--- src/rtl/muldiv_unit.sv ---
// rtl/muldiv_unit.sv - iterative HI/LO multiply/divide unit (MULT/MULTU/DIV/DIVU, MTHI/MTLO)
// Operands are converted to magnitudes, iterated one bit per cycle, then sign-fixed.
module muldiv_unit #(
  parameter int WIDTH = 32
) (
  input  logic             clk,
  input  logic             reset,
  input  logic             start,
  input  logic [1:0]       op,
  input  logic [WIDTH-1:0] a,
  input  logic [WIDTH-1:0] b,
  input  logic             mthi,
  input  logic             mtlo,
  input  logic [WIDTH-1:0] wd,
  output logic             busy,
  output logic             done,
  output logic [WIDTH-1:0] hi,
  output logic [WIDTH-1:0] lo,
  output logic             dz
);

  localparam int CW = (WIDTH > 1) ? $clog2(WIDTH) : 1;

  typedef enum logic [1:0] {IDLE, RUN, FIX, DONE} state_t;

  state_t             state_q, state_d;
  logic [CW-1:0]      cnt_q, cnt_d;
  logic [2*WIDTH-1:0] acc_q, acc_d;
  logic [WIDTH-1:0]   opb_q, opb_d;
  logic               is_div_q, is_div_d;
  logic               neg_q, neg_d;
  logic               rneg_q, rneg_d;
  logic [WIDTH-1:0]   hi_q, hi_d, lo_q, lo_d;
  logic               busy_q, busy_d, done_q, done_d, dz_q, dz_d;

  logic               sa, sb;
  logic [WIDTH-1:0]   mag_a, mag_b;
  logic [WIDTH:0]     mul_sum, div_trial;
  logic [2*WIDTH-1:0] prod_fix;
  logic [WIDTH-1:0]   quo_fix, rem_fix;

  always_comb begin
    sa        = ~op[0] & a[WIDTH-1];
    sb        = ~op[0] & b[WIDTH-1];
    mag_a     = sa ? -a : a;
    mag_b     = sb ? -b : b;
    mul_sum   = {1'b0, acc_q[2*WIDTH-1:WIDTH]}
              + (acc_q[0] ? {1'b0, opb_q} : {(WIDTH+1){1'b0}});
    // Top bit set means the trial subtraction borrowed: restore (keep shifted value).
    div_trial = acc_q[2*WIDTH-1:WIDTH-1] - {1'b0, opb_q};
    prod_fix  = neg_q ? -acc_q : acc_q;
    quo_fix   = neg_q ? -acc_q[WIDTH-1:0] : acc_q[WIDTH-1:0];
    rem_fix   = rneg_q ? -acc_q[2*WIDTH-1:WIDTH] : acc_q[2*WIDTH-1:WIDTH];

    state_d  = state_q;
    cnt_d    = cnt_q;
    acc_d    = acc_q;
    opb_d    = opb_q;
    is_div_d = is_div_q;
    neg_d    = neg_q;
    rneg_d   = rneg_q;
    hi_d     = hi_q;
    lo_d     = lo_q;
    busy_d   = 1'b0;
    done_d   = 1'b0;
    dz_d     = dz_q;

    case (state_q)
      IDLE, DONE: begin
        state_d = IDLE;
        if (mthi) hi_d = wd;
        if (mtlo) lo_d = wd;
        if (start) begin
          state_d  = RUN;
          busy_d   = 1'b1;
          cnt_d    = '0;
          acc_d    = {{WIDTH{1'b0}}, mag_a};
          opb_d    = mag_b;
          is_div_d = op[1];
          neg_d    = sa ^ sb;
          rneg_d   = sa;
          dz_d     = op[1] && (b == '0);
        end
      end
      RUN: begin
        busy_d = 1'b1;
        if (is_div_q) begin
          if (div_trial[WIDTH]) acc_d = {acc_q[2*WIDTH-2:0], 1'b0};
          else                  acc_d = {div_trial[WIDTH-1:0], acc_q[WIDTH-2:0], 1'b1};
        end else begin
          acc_d = {mul_sum, acc_q[WIDTH-1:1]};
        end
        if (cnt_q == CW'(WIDTH-1)) state_d = FIX;
        else                       cnt_d   = cnt_q + 1'b1;
      end
      FIX: begin
        state_d = DONE;
        done_d  = 1'b1;
        if (is_div_q) begin
          hi_d = rem_fix;
          lo_d = dz_q ? {WIDTH{1'b1}} : quo_fix;
        end else begin
          hi_d = prod_fix[2*WIDTH-1:WIDTH];
          lo_d = prod_fix[WIDTH-1:0];
        end
      end
      default: state_d = IDLE;
    endcase
  end

  always_ff @(posedge clk or negedge reset) begin
    if (!reset) begin
      state_q  <= IDLE;
      cnt_q    <= '0;
      acc_q    <= '0;
      opb_q    <= '0;
      is_div_q <= 1'b0;
      neg_q    <= 1'b0;
      rneg_q   <= 1'b0;
      hi_q     <= '0;
      lo_q     <= '0;
      busy_q   <= 1'b0;
      done_q   <= 1'b0;
      dz_q     <= 1'b0;
    end else begin
      state_q  <= state_d;
      cnt_q    <= cnt_d;
      acc_q    <= acc_d;
      opb_q    <= opb_d;
      is_div_q <= is_div_d;
      neg_q    <= neg_d;
      rneg_q   <= rneg_d;
      hi_q     <= hi_d;
      lo_q     <= lo_d;
      busy_q   <= busy_d;
      done_q   <= done_d;
      dz_q     <= dz_d;
    end
  end

  assign hi   = hi_q;
  assign lo   = lo_q;
  assign busy = busy_q;
  assign done = done_q;
  assign dz   = dz_q;

endmodule

--- config.mk ---
export PLATFORM = sky130hd
export DESIGN_NAME = muldiv_unit
export DESIGN_NICKNAME = d
export VERILOG_FILES = /design/src/rtl/muldiv_unit.sv
export SDC_FILE = /design/constraint.sdc
export NUM_CORES = 1
export LEC_CHECK = 0
export CAP_MARGIN = 15
export CORE_UTILIZATION = 62
export DETAILED_ROUTE_END_ITERATION = 6
export PLACE_DENSITY = 0.95
export RECOVER_POWER = 25
export SETUP_SLACK_MARGIN = 0.4
export SYNTH_ARGS = -nofsm -noshare
export SYNTH_HDL_FRONTEND = slang
export SYNTH_SLANG_ARGS = --single-unit
export TNS_END_PERCENT = 100
--- constraint.sdc ---
create_clock -name clk -period 7.14 [get_ports clk]
set_input_delay 1.785 -clock clk [delete_from_list [all_inputs] [get_ports clk]]
set_output_delay 1.785 -clock clk [all_outputs]
set_load 0.01 [all_outputs]
* Word-level counts from Yosys, hierarchy flattened
Cells that the tools add are included.
** Cells by class
- Equality and inequality tests :: 9
- Bitwise gates (word level) :: 4
- Muxes and demuxes :: 26
- Reduce and logical (&&, ||, !) cells :: 11
- Add/subtract/negate cells :: 8
** Operators by type and width (number)
- two-way mux 32 bit :: 10
- two-way mux 64 bit :: 4
- negator 32 bit :: 4
- one-hot mux 32 bit (2 select lines) :: 2
- one-hot mux 64 bit (2 select lines) :: 1
- negator 64 bit :: 1
- adder 32 x 32 -> 33 bit :: 1
- subtractor 33 x 32 -> 33 bit :: 1
- zero test 32 bit :: 1
- two-way mux 5 bit :: 2
- != test 2 bit, second input constant :: 5
- one-hot mux 5 bit (2 select lines) :: 1
- AND reduction 2 bit :: 4
- one-hot mux 2 bit (3 select lines) :: 1
- adder 5 x 1 -> 5 bit, second input constant :: 1
- equality test 5 bit, second input constant :: 1
- equality test 2 bit, second input constant :: 2
- nonzero test 2 bit :: 2
- two-way mux 1 bit :: 3
- AND reduction 3 bit :: 1
- bitwise AND 1 bit :: 2
- equality test 2 x 1 -> 1 bit, second input constant :: 1
- zero test 2 bit :: 1
- two-way mux 2 bit :: 1
- other kinds (5) :: 5
** Storage, ports and cells
- Logic and storage cells :: 70
- Register bits after elaboration :: 173
- Output and inout bits :: 67
- Bits of input ports :: 103

* Logic depth before layout (Yosys ltp)
- Depth in word-level cells :: 5
- Mapped depth :: 15
- Depth with buffers taken out :: 13

* Worst setup path before layout
Ideal clock, no wire load.
- Path type :: input port to flip-flop
- Start :: input port a[17]
- End :: register acc_q[27]
- Required time :: 7.004 ns
- Cell stages on the path :: 9
- Data arrival time :: 4.051 ns
- Library setup time :: 0.136 ns
- Buffers on the path :: 0
- Slack :: 2.953 ns
- Cell sequence :: or4_1 > or3_1 > or4_1 > nor3_1 > nor3b_1 > a21oi_1 > xor2_1 > o21ai_1 > o21ai_0
** On the way
- Cells in the longest elaborated chain, start to end :: 4
** RTL lines
- start, declared :: RTL line 10 : input logic [WIDTH-1:0] a,
- negator 32 bit :: RTL line 45 : mag_a = sa ? -a : a;
- two-way mux 32 bit :: RTL line 45
- two-way mux 64 bit :: RTL line 73 : if (start) begin
- one-hot mux 64 bit (2 select lines) :: RTL line 68 : case (state_q)
- end signal, assigned :: RTL line 115 : acc_q <= '0;
- end signal, assigned :: RTL line 128 : acc_q <= acc_d;
- end, declared :: RTL line 28 : logic [2*WIDTH-1:0] acc_q, acc_d;
No other way between the ends. The select of a mux whose other input is x is not followed.
A chain may end at the register's enable or synchronous reset.

* Worst setup path after layout
- Start :: register state_q[0]
- End :: register lo_q[28] (netlist: lo[28])
** On the way
- Cells in the longest elaborated chain, start to end :: 4
- Elaborated cells between the ends (all ways) :: 8
- Those cells by class :: 3 x eq/ne; 1 x mux; 4 x reduce/logical
** RTL lines
- start, declared :: RTL line 26 : state_t state_q, state_d;
- start signal, assigned :: RTL line 126 : state_q <= state_d;
- equality test 2 bit or zero test 2 bit (tied branches) :: RTL line 68
- OR reduction 2 bit :: RTL line 68
- != test 2 bit (no line) or nonzero test 2 bit (tied branches)
- AND reduction 2 bit (no line)
- end signal, assigned :: RTL line 134 : lo_q <= lo_d;
- end, declared :: RTL line 33 : logic [WIDTH-1:0] hi_q, hi_d, lo_q, lo_d;
Several ways; a longest one is shown, not always the timed one.

==> impl_metrics.toml <==
[clock_network]
clockBufferDepth = 2
ctsHtreeMaxLevel = 4
cts.sinks = 173
path_clk_slew_ns = 0.08
clk-insertion-delay-late_ns = 0.45
cts_setup_buffers = 0
cts_resized = 0
cts_tree = "yes"
cts_made_buffers = 17
cts-hold-fix-buffers = 0
root_buffer = "clkbuf_16"

[place]
numPortBuffers = 169
dp_hpwl_mm = 35.59
pre_cts_ws_ns = 2.048
gp_congestion = 1.022
dp.cells = 2238

[floorplan]
die_h_um = 155.6
coreArea_sq_mm = 0.02285
die_x_um = 155.6
initial_utilization_pct = 63.99
ios = 170
rows = 55
die_area_sq_mm = 0.02420

[critical_path]
worstPathArrival_ns = 5.72
reg2reg_depth = 6
cp-start-kind = "flop"
slowest_stage = "clkbuf_1"
worstPathMaxFanout = 73
cp_cell_sequence = "inv_1 -> ha_1 -> clkbuf_1 -> nand2_1 -> o22ai_1 -> o21ai_0"
r2r-end = "lo[28]$_DFFE_PN0P_"
cp.buffers_inverters = 2
criticalPathCategory = "reg -> reg"
worst_ep_required_time_ns = 7.46
end_kind = "flop"
rrSetupSlack_ns = 1.73
crit_family = "buffers and inverters"
slowest_delay_ns = 2.45
reg2reg_from = "state_q[0]$_DFFE_PN0P_"

[sta]
setup_violations = 0
fin_crit_sh_pct = 75.72
worstMarginPinSlew_ns = 3.495
slew_headroom_pct = -133.0
final.setup.worst_slack_ns = 1.734
finalClockSkew_ns = 0.01634
hold_violations = 0
min_period_ns = 5.406
rsz0062_at_grt = "no"
fmax_ghz = 0.1850
drv_slew = 139
holdWs_ns = 0.4847
timing.setup.tns_ns = 0

[detailed_routing]
vias = 15140
vias_per_cell = 6.670
firstDrtPassIters = 6
drc = 0
routed_wl_mm = 47.46
drtIter0Drc = 1960
ant_nets = 0
wl_per_cell_um = 20.91

[synth]
synth_area_per_cell_sq_um = 7.881
synth.area.top_cells = "dfrtp_1 30%, o21ai_0 7.9%, ha_1 6.2%"
netlist.area_leader.share_pct = 29.61
syn-num-nets = 2032
syn_area_sq_mm = 0.01462
synth-seq-cells = 173
async_flop_share_pct = 100.0
yosysWarnings = 0
seq_area_frac_synth_pct = 29.61
ys_types = 75
synth_enable_flop_cells = 0
synthFlopType = "dfrtp_1"
yosys.area.top_type = "dfrtp_1"
syn_inst = 1855

[final_layout]
area_growth_pct = 16.13
mostFrequentLayoutCells = "230 x o21ai_0, 229 x nand2_1, 172 x dfrtp_1, 168 x clkdlybuf4s50_1, 131 x a21oi_1"
finish.utilization_pct = 74.31
final_common_cell = "o21ai_0"
diodes = 0
fin_nets = 2121
drive_gt1_share_pct = 3.628
final_cells = 2270

[power_and_ir_drop]
leakagePower_nw = 7.285
seq_power_share_pct = 23.4
p_int_mw = 4.133
peakVddDrop_mv = 0.2594
switching_share_pct = 52.08
p_per_area_mw_per_mm2 = 508.0
clkPwrFrac_pct = 11.0
p_switching_mw = 4.491
pwr-share-comb_pct = 65.6

[min_path]
hold_end = "lo[28]$_DFFE_PN0P_"
holdCritStartpoint = "lo[28]$_DFFE_PN0P_"
worstHoldPathCells = 2
min_path_type = "reg -> reg"

[grt]
grt_use_total_pct = 39.65
grt_overflow = 0
grt_pass1_wl_mm = 75.32
grt_max_degree = 107
grt_pass1_vias = 14214
antenna_found_initial = 3

[run]
max_cap_viol_count = 2

[run_status]
status = "complete, but fails checks"
violations = "capacitance limit, slew limit"
[cell families (layout without fill, tap and decap cells)]
group                    Yosys count  in the layout  synth area share (%)
XOR/XNOR                         169            169                 10.12
adder cells (fa/ha/maj)           74             74                 6.436
multiplexers                      77             77                 5.315
buffers and inverters            178            280                 4.682
AND/OR/NAND/NOR                  573            573                 18.43
AO/OA/AOI/OAI                    611            611                 25.40
flip-flops                       173            173                 29.61
[tightest hold or removal path, delay by kind of cell, from the launching register on]
kind             cells  cell delay [ns]
AO/OA/AOI/OAI        1             0.06
AND/OR/NAND/NOR      1             0.05
flip-flops           1             0.34
[synthesized netlist by cell type (all sizes together) (34+ instances only)]
| library cell | count |
|---|---|
| o21ai | 244 |
| nand2 | 230 |
| dfrtp | 173 |
| a21oi | 133 |
| nor2 | 119 |
| xnor2 | 99 |
| clkbuf | 94 |
| ha | 72 |
| mux2i | 72 |
| xor2 | 70 |
| inv | 66 |
| nor3 | 44 |
| a21o | 34 |
[power groups by stage]
stage / clock network, mW / logic [mW] / registers [mW]
after floorplan: 0 / 3.88 / 1.83
after global placement: 0 / 5.25 / 1.97
after detailed placement: 0 / 5.43 / 2.00
after CTS: 0.939 / 5.50 / 1.99
after global routing: 0.981 / 6.14 / 2.06
final: 0.949 / 5.65 / 2.02
[per-stage QoR]
stage / area (sq um) / total power, mW
CTS: 16990 / 8.425
floorplan: 14620 / 5.712
finish: 16980 / 8.624
global route: 16980 / 9.183
detailed placement: 16400 / 7.433
global placement: 16400 / 7.227
[registers in the layout (all words and copies together) (netlist names)]
name      cells
hi           32
state_q       2
neg_q         1
busy          1
dz            1
rneg_q        1
lo           32
acc_q        64
done          1
opb_q        32
cnt_q         5
is_div_q      1
[layer usage]
layer	vias to the layer above	GRT usage (%)	part of all wire (%)
li1	6872	-	-
met1	7232	53.62	41
met2	887	61.73	45
met3	143	8.500	11
met4	6	16.25	3.6
met5	-	0	0.086
[how the worst max path moves through the flow]
stage	start	to	slack, ns	cells past startpoint
floorplan	a[17]	acc_q[27]$_DFFE_PN0P_	2.95	9
global placement	a[15]	acc_q[27]$_DFFE_PN0P_	2.17	10
detailed placement	a[15]	acc_q[27]$_DFFE_PN0P_	2.05	10
CTS	a[15]	acc_q[27]$_DFFE_PN0P_	2.51	10
global route	state_q[0]$_DFFE_PN0P_	lo[17]$_DFFE_PN0P_	1.34	6
finish	state_q[0]$_DFFE_PN0P_	lo[28]$_DFFE_PN0P_	1.73	6
[cell type report]
type | instances | area, sq um
flip-flops and latches | 173 | 4330
clock inverters | 14 | 147.6
well taps | 313 | 391.6
multi-input cells | 1504 | 9638
fillers | 1747 | 5869
repair buffers | 182 | 1783
inverters | 66 | 247.7
clock buffers | 18 | 439.2
(Power assumes the default switching activity.)
